[src/rtl/background_pattern_gen.sv]
//------------------------------------------------------------------------------
// Module      : background_pattern_gen
// Description : Background pixel source for a video mixer. Tracks the next
//               pixel position and keeps a registered RGB565 pixel ready for
//               it: solid colour, colour bars, checkerboard or a gradient
//               that scrolls from frame to frame.
// Revision    : 1.0 - initial release
//------------------------------------------------------------------------------
`default_nettype none

module background_pattern_gen #(
    parameter int          H_ACTIVE    = 640,
    parameter int          V_ACTIVE    = 480,
    parameter logic [15:0] SOLID_COLOR = 16'h001F,
    parameter int          CHK_BIT     = 5
) (
    input  logic        clk,
    input  logic        rst,
    input  logic        i_frame_start,
    input  logic        i_pixel_valid,
    input  logic [1:0]  i_mode,
    output logic [15:0] bg_data,
    output logic        o_frame_done,
    output logic [7:0]  o_frame_cnt
);

    localparam logic [9:0] c_X_LAST       = 10'(H_ACTIVE - 1);
    localparam logic [8:0] c_Y_LAST       = 9'(V_ACTIVE - 1);
    localparam logic [9:0] c_BAR_PIX_LAST = 10'(H_ACTIVE / 8 - 1);

    logic [9:0]  x_q, x_d;
    logic [8:0]  y_q, y_d;
    logic [9:0]  bar_pix_q, bar_pix_d;
    logic [2:0]  bar_q, bar_d;
    logic [1:0]  mode_q, mode_d;
    logic [7:0]  cnt_q, cnt_d;
    logic        done_q, done_d;
    logic [15:0] bg_q, bg_d;
    logic [4:0]  w_grad_r;

    // Next position, latched mode, frame counter and frame-done pulse
    always_comb begin
        x_d       = x_q;
        y_d       = y_q;
        bar_pix_d = bar_pix_q;
        bar_d     = bar_q;
        mode_d    = mode_q;
        cnt_d     = cnt_q;
        done_d    = 1'b0;
        if (i_frame_start) begin
            // A new frame wins over a coincident valid: restart at (0,0)
            x_d       = '0;
            y_d       = '0;
            bar_pix_d = '0;
            bar_d     = '0;
            mode_d    = i_mode;
            cnt_d     = cnt_q + 8'd1;
        end else if (i_pixel_valid) begin
            done_d = (x_q == c_X_LAST) && (y_q == c_Y_LAST);
            if (x_q == c_X_LAST) begin
                x_d       = '0;
                bar_pix_d = '0;
                bar_d     = '0;
                y_d       = (y_q == c_Y_LAST) ? 9'd0 : y_q + 9'd1;
            end else begin
                x_d = x_q + 10'd1;
                // Bar index tracked incrementally so no divider is needed
                if (bar_pix_q == c_BAR_PIX_LAST) begin
                    bar_pix_d = '0;
                    bar_d     = bar_q + 3'd1;
                end else begin
                    bar_pix_d = bar_pix_q + 10'd1;
                end
            end
        end
    end

    // Pattern for the next position, so the registered pixel is ready early
    always_comb begin
        w_grad_r = x_d[8:4] + cnt_d[4:0];
        bg_d     = SOLID_COLOR;
        case (mode_d)
            2'd0: bg_d = SOLID_COLOR;
            2'd1: begin
                case (bar_d)
                    3'd0:    bg_d = 16'hFFFF;
                    3'd1:    bg_d = 16'hFFE0;
                    3'd2:    bg_d = 16'h07FF;
                    3'd3:    bg_d = 16'h07E0;
                    3'd4:    bg_d = 16'hF81F;
                    3'd5:    bg_d = 16'hF800;
                    3'd6:    bg_d = 16'h001F;
                    default: bg_d = 16'h0000;
                endcase
            end
            2'd2:    bg_d = (x_d[CHK_BIT] ^ y_d[CHK_BIT]) ? 16'hFFFF : 16'h0000;
            default: bg_d = {w_grad_r, y_d[8:3], 5'h10};
        endcase
    end

    // State registers; reset abandons any frame in progress
    always_ff @(posedge clk) begin
        if (rst) begin
            x_q       <= '0;
            y_q       <= '0;
            bar_pix_q <= '0;
            bar_q     <= '0;
            mode_q    <= '0;
            cnt_q     <= '0;
            done_q    <= 1'b0;
            bg_q      <= SOLID_COLOR;
        end else begin
            x_q       <= x_d;
            y_q       <= y_d;
            bar_pix_q <= bar_pix_d;
            bar_q     <= bar_d;
            mode_q    <= mode_d;
            cnt_q     <= cnt_d;
            done_q    <= done_d;
            bg_q      <= bg_d;
        end
    end

    assign bg_data      = bg_q;
    assign o_frame_done = done_q;
    assign o_frame_cnt  = cnt_q;

endmodule

`default_nettype wire

[config.mk]
export PLATFORM = sky130hd
export DESIGN_NAME = background_pattern_gen
export DESIGN_NICKNAME = d
export VERILOG_FILES = /design/src/rtl/background_pattern_gen.sv
export SDC_FILE = /design/constraint.sdc
export NUM_CORES = 1
export LEC_CHECK = 0
export CAP_MARGIN = 20
export CORE_UTILIZATION = 35
export DETAILED_ROUTE_END_ITERATION = 10
export GPL_TIMING_DRIVEN = 0
export SLEW_MARGIN = 20
export SYNTH_ARGS = -nofsm -noshare
export SYNTH_HDL_FRONTEND = slang
export SYNTH_SLANG_ARGS = --single-unit
[constraint.sdc]
create_clock -name clk -period 6.85 [get_ports clk]
set_clock_uncertainty 0.1 [all_clocks]
set_input_delay 1.37 -clock clk [delete_from_list [all_inputs] [get_ports clk]]
set_output_delay 1.37 -clock clk [all_outputs]
set_load 0.01 [all_outputs]
# After elaboration in Yosys (flattened, before gate mapping)
# Cells that the tools add are included.
# op_classes
n_addsub	6
eq_ne	11
mux	18
n_bitwise	2
reduce_logical	6
# ops
cell	n
16-bit case mux with 7 select lines	1
9-bit 2-to-1 mux	6
16-bit case mux with 3 select lines	1
10-bit 2-to-1 mux	3
10-bit by 1-bit adder with 10-bit output, second input constant	2
16-bit 2-to-1 mux	1
3-bit 2-to-1 mux	4
10-bit equality test, second input constant	1
10-bit by 7-bit equality test with 1-bit output, second input constant	1
9-bit by 1-bit adder with 9-bit output, second input constant	1
3-bit equality test, second input constant	3
9-bit equality test, second input constant	1
8-bit by 1-bit adder with 8-bit output, second input constant	1
3-bit by 2-bit equality test with 1-bit output, second input constant	2
5-bit adder	1
5-bit 2-to-1 mux	1
3-bit by 1-bit adder with 3-bit output, second input constant	1
3-bit by 1-bit equality test with 1-bit output, second input constant	1
3-bit logical NOT	1
3-bit OR reduction	1
2-bit by 1-bit equality test with 1-bit output, second input constant	1
2-bit equality test, second input constant	1
2-bit logical NOT	1
2-bit 2-to-1 mux	1
5 further kinds	5
# word_totals
ff_bits	59
inputBits	6
output_inout_bits	25
wordCells	54

# Longest topological paths before layout
# logic_depth
ltp_word	8
depth_mapped	13
mapped_depth_nobuf	12

# Worst setup path before layout
# Ideal clock, no wire load.
# synth_timing
kind	input-to-reg
startpoint	input port i_frame_start
endpoint	register bg_q[15] (netlist: bg_data[15])
t_arrival_ns	3.534
required_time_ns	6.679
path_slack_ns	3.146
stages	11
path_buffers	2
path_cell_list	clkbuf_1 -> buf_1 -> xor2_1 -> ha_1 -> fa_1 -> a21o_1 -> a21oi_1 -> xor2_1 -> xnor2_1 -> nand2_1 -> a21oi_1
# synth_between
elab_cells_between_ends	20
classes_between	add/sub: 1; eq/ne: 8; mux: 8; bitwise: 1; reduce/logical: 2
# synth_lines
element	line	text
start, declared	19	input logic i_frame_start,
5-bit 2-to-1 mux	50	if (i_frame_start) begin
net cnt_d[0]	36	logic [7:0] cnt_q, cnt_d;
5-bit adder	80	w_grad_r = x_d[8:4] + cnt_d[4:0];
16-bit case mux with 3 select lines	82	case (mode_d)
end signal, assigned	120	bg_q <= bg_d;
end, declared	38	logic [15:0] bg_q, bg_d;
# The timed path passes the listed nets, and every way through them passes these cells.
# A chain may end at the register's enable or synchronous reset.

# Final worst setup path
# layout_timing
startpoint	input port i_pixel_valid
endpoint	register bg_q[15] (netlist: bg_data[15])
# layout_between
elab_cells_between_ends	18
classes_between	add/sub: 1; eq/ne: 6; mux: 9; bitwise: 1; reduce/logical: 1
# layout_lines
element	line	text
start, declared	20	input logic i_pixel_valid,
9-bit 2-to-1 mux	58	end else if (i_pixel_valid) begin
9-bit 2-to-1 mux	50	
net x_d[4]	31	logic [9:0] x_q, x_d;
5-bit adder	80	
16-bit case mux with 3 select lines	82	
# The timed path passes the listed nets, and every way through them passes these cells.

==> flow_summary_export.csv <==
group,metric,value,unit
outcome,result_of_the_run,"finished clean",
route,dr.pass1.iters,4,
final_layout,seq_area,1120,um^2
final_layout,multi_input_gate_area_in_the_final_layout,1530,um^2
worst_setup_path,critPathKind,"input pin to flop",
floorplan,core.rowCount,31,
timing,setup_viol_count_final,0,
route,num_vias,2133,
final_layout,layout.cells.most_common,"sky130_fd_sc_hd__dfxtp_1",
floorplan,floorplan.die_area,8220,um^2
synth,mean_post_synth_cell_area,9.11,um^2
global_route,grt_remaining_overflow,0,
route,initialDrtViolationCount,71,
worst_setup_path,worst-endpoint-arrival,4410,ps
worst_setup_path,cp-end-kind,"flop",
power_and_ir_drop,vdd_drop_max,0.0000833,V
timing,rsz0062_at_grt,"no",
global_route,grt_start_max_net_pins,17,
timing,maxSlewHeadroom,0.662,
final_layout,finalInstanceArea,3280,um^2
synth,yosys.area.top_type,"sky130_fd_sc_hd__dfxtp_1",
synth,ys_seq_area_frac,0.408,
route,detail_route.vias_per_cell,4.89,
power_and_ir_drop,lkg_pwr,0.00126,uW
synth,ys_seq_elements,56,
clock_tree,clk_pin_slew,100,ps
floorplan,floorplan.initialDensity,0.371,
synth,post-synth-top-area-fraction,0.408,
place,numPortBuffers,28,
global_route,grt_first_pass_wirelength,9.47,mm
synth,post_syn_area,2750,um^2
clock_tree,cts_made_buffers,5,
route,wirelength,5.50,mm
synth,synthesis.instances,302,
floorplan,num_io_pins,31,
timing,period_minus_slack,4260,ps
worst_setup_path,start_kind,"input pin",
synth,synth_area_leaders,"sky130_fd_sc_hd__dfxtp_1 (41%), sky130_fd_sc_hd__xor2_1 (6.1%), sky130_fd_sc_hd__nor2_1 (5.9%)",
timing,timing.hold.ws,397,ps
place,place.detailed.hpwl,4.14,mm
final_layout,nNetsFinal,353,
floorplan,die_h,90.6,um
route,number_of_remaining_drc_errors,0,
final_layout,final_core_occ,0.443,
final_layout,antennaDiodeCount,0,
synth,synthesis.nets,318,
timing,maxSlewViolCount,0,
power_and_ir_drop,report.power.total,633,uW
place,place.gp.congestion,0.837,
clock_tree,cts_tree,"yes",
floorplan,die_span_in_x,90.6,um
clock_tree,clk_root_buffer_cell,"sky130_fd_sc_hd__clkbuf_8",
synth,netlist-cell-type-count,51,
clock_tree,clock_latency,320,ps
global_route,grt_pass1_vias,2009,
timing,fin_setup_tns,0,ps
power_and_ir_drop,power.density,193,nW/um^2
final_layout,layout.filler_cells,723,
worst_setup_path,crit_fanout,10,
place,placedInstanceArea,3150,um^2
final_layout,area_delta_synth_final,19.4,%
timing,tightest_slew,494,ps
run,maxCapViolations,0,
route,antenna_violating_nets_left,0,
timing,final_hold_viol_count,0,
synth,yosys_warnings,0,
timing,maxClockFrequency,0.235,GHz
clock_tree,count_of_cells_resized_by_post_cts_repair,0,
route,wl_per_cell,12.6,um
clock_tree,clock_sink_count,56,
clock_tree,clk_path_buf_depth,2,
clock_tree,post-cts-setup-buffers,0,
global_route,grt_antenna_before_repair,0,
min_path,min_path_type,"flop to flop",
global_route,gr-usage-all-layers,0.143,
worst_setup_path,required,7000,ps
clock_tree,cts-htree-levels,2,
timing,finalCritPeriodShare,0.622,
floorplan,design.core.area,7410,um^2
clock_tree,ctsHoldBuffers,0,
final_layout,final_layout_size_suffix_gt1_frac,0.0979,
worst_setup_path,r2r_setup_slack,3530,ps
final_layout,commonest_non_fill_non_tap_cells_in_the_layout,"sky130_fd_sc_hd__dfxtp_1 (56), sky130_fd_sc_hd__nor2_1 (43), sky130_fd_sc_hd__nand2_1 (33)",
## cells by family after synthesis
group | after synthesis | synth area share
adders and majority gates | 10 | 0.0482
xor gates and xnor gates | 33 | 0.108
buffers and inverters | 16 | 0.0368
DFF | 56 | 0.408
muxes | 8 | 0.0300
AOI/OAI and AO/OA | 36 | 0.0910
and+or+nand+nor | 143 | 0.278
## worst max-delay path: stages
cell                              delay [ps]
sky130_fd_sc_hd__clkdlybuf4s50_1         490
sky130_fd_sc_hd__clkbuf_8                170
sky130_fd_sc_hd__nand2_1                 130
sky130_fd_sc_hd__nor3_1                  240
sky130_fd_sc_hd__buf_2                   280
sky130_fd_sc_hd__nor3_1                   90
sky130_fd_sc_hd__ha_1                    250
sky130_fd_sc_hd__fa_1                    450
sky130_fd_sc_hd__a21o_1                  200
sky130_fd_sc_hd__a21oi_1                 170
sky130_fd_sc_hd__xor2_1                  180
sky130_fd_sc_hd__xnor2_1                 160
sky130_fd_sc_hd__nand2_1                  80
sky130_fd_sc_hd__a21oi_1                 150
## power by group
part	leakage, uW	internal, uW	switching [uW]
Combinational	0.000745	23.6	24.6
Clock	0.0000642	144	105
Sequential	0.000454	332	4.16
## area by class of cell
class	count	area share
clock inverter	2	0.0183
sequential	56	0.341
clock buffer	5	0.0210
multi-input combinational	230	0.465
buffer	13	0.0274
tap	99	0.0377
inverter	3	0.00343
timing repair buffer	28	0.0854
## Yosys cell counts (all sizes together)
library cell	number
a31oi	3
nor3b	1
nand2b	3
xor2	20
o22ai	1
and2	9
clkbuf	6
mux2i	6
o21a	1
nand3	8
ha	9
and3b	2
and3	9
xnor2	13
inv	3
or2b	1
a21oi	14
nand2	33
nor4b	1
o211ai	1
o31a	2
o31ai	1
nor3	10
a21o	2
and4	1
nor2b	2
or3	5
nand4	11
fa	1
a21bo	1
nor2	43
nor4	3
nand4bb	1
buf	7
o21ai	10
mux2	2
dfxtp	56
## flip-flops by register name (all words and copies together), names as in the netlist
name / count
o_frame_done: 1
bar_pix_q: 10
mode_q: 2
x_q: 10
y_q: 9
o_frame_cnt: 8
bar_q: 3
bg_data: 13
## worst paths after layout
kind,startpoint,depth (start not counted),to
worst max-delay path,i_pixel_valid,14,bg_data[15]
worst min-delay path,x_q[1],2,x_q[1]
worst max register to register,x_q[0],13,bg_data[15]
worst min register to register,x_q[1],2,x_q[1]
## metal layers
layer	routed length [um]	vias up	global-route usage	part of all wire
met5	0	-	0	0
met3	145	6	0.0311	0.026
met2	2620	21	0.243	0.48
met4	69	0	0.0444	0.013
li1	-	1101	-	-
met1	2670	1005	0.180	0.49
## per-stage QoR
stage / setup WS (ps) / std cells
final: 2590 / 436
after global routing: 2310 / 436
after CTS: 2540 / 436
after detailed placement: 2200 / 429
after global placement: 2240 / 429
after floorplan: 3150 / 302
Power figures use the tool's default switching activity.
==> variant 1 (same flow settings) <==
Put one more register stage on the output `bg_data`, cleared by the reset. The value now appears one clock later. The other outputs are not delayed to match.
--- a/src/rtl/background_pattern_gen.sv
+++ b/src/rtl/background_pattern_gen.sv
@@ -121,7 +121,13 @@
         end
     end
 
-    assign bg_data      = bg_q;
+    always_ff @(posedge clk) begin
+        if (rst) begin
+            bg_data <= '0;
+        end else begin
+            bg_data <= bg_q;
+        end
+    end
     assign o_frame_done = done_q;
     assign o_frame_cnt  = cnt_q;
 
Behaviour: not the same (Yosys sat finds a counterexample within 4 cycles, from zero or initial values and one cycle with rst high).
==> variant 1 against the original RTL <==
Final area increased by 11%; sequential cell count up 13; power increased by 25%; fmax up 7.0%; count of clock-buffer cells in the layout up 5; non-clock buffer count up 4; synthesized area rose by 10%; setup slack improved by 280 ps; die area grew 10%; wire length grew 6.1%; register-to-register slack gained 270 ps; synthesized cell count is 9.6% higher; hold slack lost 67 ps; critical path type unchanged; largest cell class unchanged.
==> variant 1: results (changes against the original RTL) <==
** Drt
- The total number of vias came to 2366 (+11%).
- Met1 Wirelength :: 2.855 mm (+6.9%)
- Met3 wire length :: 235 um (+62%)

** Pwr
- The cell-internal power was 610.8 uW (+22%).
- The switching part of the total power is 0.2306 (+0.01878).
- The power consumed by the clock network is 327 uW (+31%).
- Worst supply voltage drop on vdd :: 0.1070 mV (+29%)

** Logic synthesis
- Sequential cell area fraction in the yosys report :: 0.4556 (+0.04799)
- The adder-cell share of the synthesized area came to 0.04375 (-0.004478).
- Fraction of synthesized area in multiplexers :: 0.01403 (-0.01600)
- Most common library cells after synthesis :: sky130_fd_sc_hd__dfxtp_1, sky130_fd_sc_hd__nor2_1, sky130_fd_sc_hd__nand2_1
- Distinct cells, synth :: 49 (-3.9%)

** Clocking
- Clk Latency, worst-skew pair :: 340 ps (+20 ps)
- The level count of the clock H-tree came to 3 (+1).
- Clock input transition at the sequential cells of the worst setup and hold paths :: 70 ps (-30 ps)

** Worst setup path
- Endpoint arrival time on the critical path :: 4150 ps (-260 ps)
- The slowest stage of the critical path is the sky130_fd_sc_hd__mux2_2 cell.
- The delay contributed by the slowest stage of the critical path was 430 ps (-60 ps).

** Run status
- Result of the run :: complete, no violations

** Placement
- The placed cell area is 3443 sq um (+9.2%).
- The number of placed instances, taps included was 464 (+8.2%).
- The placed wire-length estimate after detailed placement came to 4.224 mm (+2.0%).

** Global route
- The global routing usage on met3 is 0.02632 (-0.004829).
- The aggregate global-route resource usage was 0.1417 (-0.001589).
- First-pass GRT wire length :: 9.784 mm (+3.3%)
- The maximum number of pins on one net before global-route repair was 13 (-4).

** Layout
- Final standard cell count with taps included and fillers excluded :: 480 (+10%)
- The filler cell count is 823 (+14%).
- Post-route standard cell area excluding fillers :: 3643 sq um (+11%)
## variant 1: changes by cell type after synthesis, sizes merged, moves of 3 or more
cell / delta
mux2i: -4
nand2: -5
nor2b: +19
nand3b: +3
nor3: -7
nor2: +3
and2: -9
nand4: +5
a21oi: +4
o21ai: -3
dfxtp: +13
o31ai: +3
## variant 1: layout make-up
type                       count  share of cell area
clock inverter                 6             0.01717
clock buffer                  10             0.03777
inverter                       3            0.003091
multi-input combinational    242              0.4272
buffer                        17             0.02266
timing repair buffer          28             0.07692
tap                          105             0.03606
sequential                    69              0.3791
## variant 1: path summary, 6_finish.rpt
check | startpoint | end | slack [ps] | depth (start not counted)
setup / recovery | i_frame_start | bg_q[15] | 2870 | 11
hold / removal | bg_q[8] | bg_data[8] | 330 | 1
setup reg to reg | x_q[0] | bg_q[15] | 3800 | 13
hold reg to reg | bg_q[8] | bg_data[8] | 330 | 1
==> variant 2 (same flow settings) <==
Without the edit above. The parameter `V_ACTIVE` goes from 480 to 256.
--- a/src/rtl/background_pattern_gen.sv
+++ b/src/rtl/background_pattern_gen.sv
@@ -10,7 +10,7 @@
 
 module background_pattern_gen #(
     parameter int          H_ACTIVE    = 640,
-    parameter int          V_ACTIVE    = 480,
+    parameter int          V_ACTIVE    = 256,
     parameter logic [15:0] SOLID_COLOR = 16'h001F,
     parameter int          CHK_BIT     = 5
 ) (
Check against the original RTL: no difference found for any inputs over 10 cycles, from zero or initial values and one cycle with rst high; that may be too few to reach the edited logic, so the function may still have changed.
==> variant 2 against the original RTL <==
Setup slack lost 35 ps; cell count decreased by 0.46%; sequential cell count is the same; synthesized area fell by 1.9%; critical endpoint unchanged; wire length grew 1.3%; global-route usage increased by 0.27 points; sequential power is essentially flat; final area is 2.4% lower; power down 9.0%.
==> variant 2: results (changes against the original RTL) <==
** Run status
- The flow ran to the end, and the final reports show no timing, DRC or antenna violations.

** STA
- The actual slew at the worst max-slew pin came to 645.1 ps (+151.5 ps).
- The worst hold slack across all endpoints came to 376.8 ps (-20.54 ps).

** Pwr
- Clock group :: 189 uW (-24%)
- The ratio of total power to cell area was 179.7 nW/um^2 (-6.8%).
- The logic gate share of total power was 0.088 (+0.012).
- Leakage power :: 0.001223 uW (-3.1%)
- The cell-internal power came to 438.2 uW (-12%).

** Drt
- The first-iteration detailed-routing DRC count came to 91 (+28%).
- The aggregate routed wire length is 5.573 mm (+1.3%).

** Placement
- The weighted congestion reported at the end of routability-driven placement is 0.7814 (-6.6%).
- Pre-CTS setup slack :: 2208 ps (+7.980 ps)
- Cell area reported after detailed placement :: 3113 sq um (-1.3%)
- The number of placed instances, taps included is 426 (-0.70%).
- IO Port Bufs :: 29 (+3.6%)

** Logic synthesis
- The parity-gate share of the synthesized area counting xor and xnor cells is 0.09736 (-0.01047).
- The post-synth net total was 314 (-1.3%).
- Most common library cells after synthesis :: sky130_fd_sc_hd__dfxtp_1, sky130_fd_sc_hd__nor2_1, sky130_fd_sc_hd__nand2_1
- The adder-cell share of the synthesized area was 0.04914 (+0.0009167).
- Post-synthesis compound-gate area fraction :: 0.1196 (+0.02862)

** Global route
- Met3 global-route usage :: 0.03299 (+0.001850)
- Global-route track usage on met2 :: 0.2276 (-0.01549)
- GRT Util Overall :: 0.1460 (+0.002714)
- First-pass GRT wire length :: 9.556 mm (+0.88%)
- The global-route track usage on met1 came to 0.2009 (+0.02087).
- Vias in the first global route :: 1991 (-0.90%)

** Worst setup path
- The setup slack on the worst flop-to-flop path was 3820 ps (+290 ps).
- The delay contributed by the slowest stage of the critical path came to 620 ps (+130 ps).
- The data arrival time of the worst path is 4440 ps (+30 ps).
-- variant 2: routing by layer --
metal  part of all wire  vias up
li1                   -     1123
met1               0.52      960
met2               0.43       42
met3              0.037        8
met4              0.015        0
met5                  0        -
-- variant 2: final cells by class --
| type | instances | area [sq um] | share of cell area |
|---|---|---|---|
| Timing Repair Buffer | 29 | 290.3 | 0.09055 |
| Tap cell | 99 | 123.9 | 0.03864 |
| Sequential cell | 56 | 1121 | 0.3497 |
| Multi-Input combinational cell | 223 | 1479 | 0.4614 |
| Clock inverter | 2 | 10.01 | 0.003123 |
| Inverter | 4 | 15.01 | 0.004684 |
| Buffer | 15 | 83.83 | 0.02615 |
| Clock buffer | 6 | 82.58 | 0.02576 |
-- variant 2: path summary, 6_finish.rpt --
kind                       from      endpoint  depth (start not counted)
setup / recovery  i_frame_start   bg_data[15]                         12
hold reg to reg          y_q[8]  o_frame_done                          1
hold / removal           y_q[8]  o_frame_done                          1
setup reg to reg         x_q[0]   bg_data[15]                         13
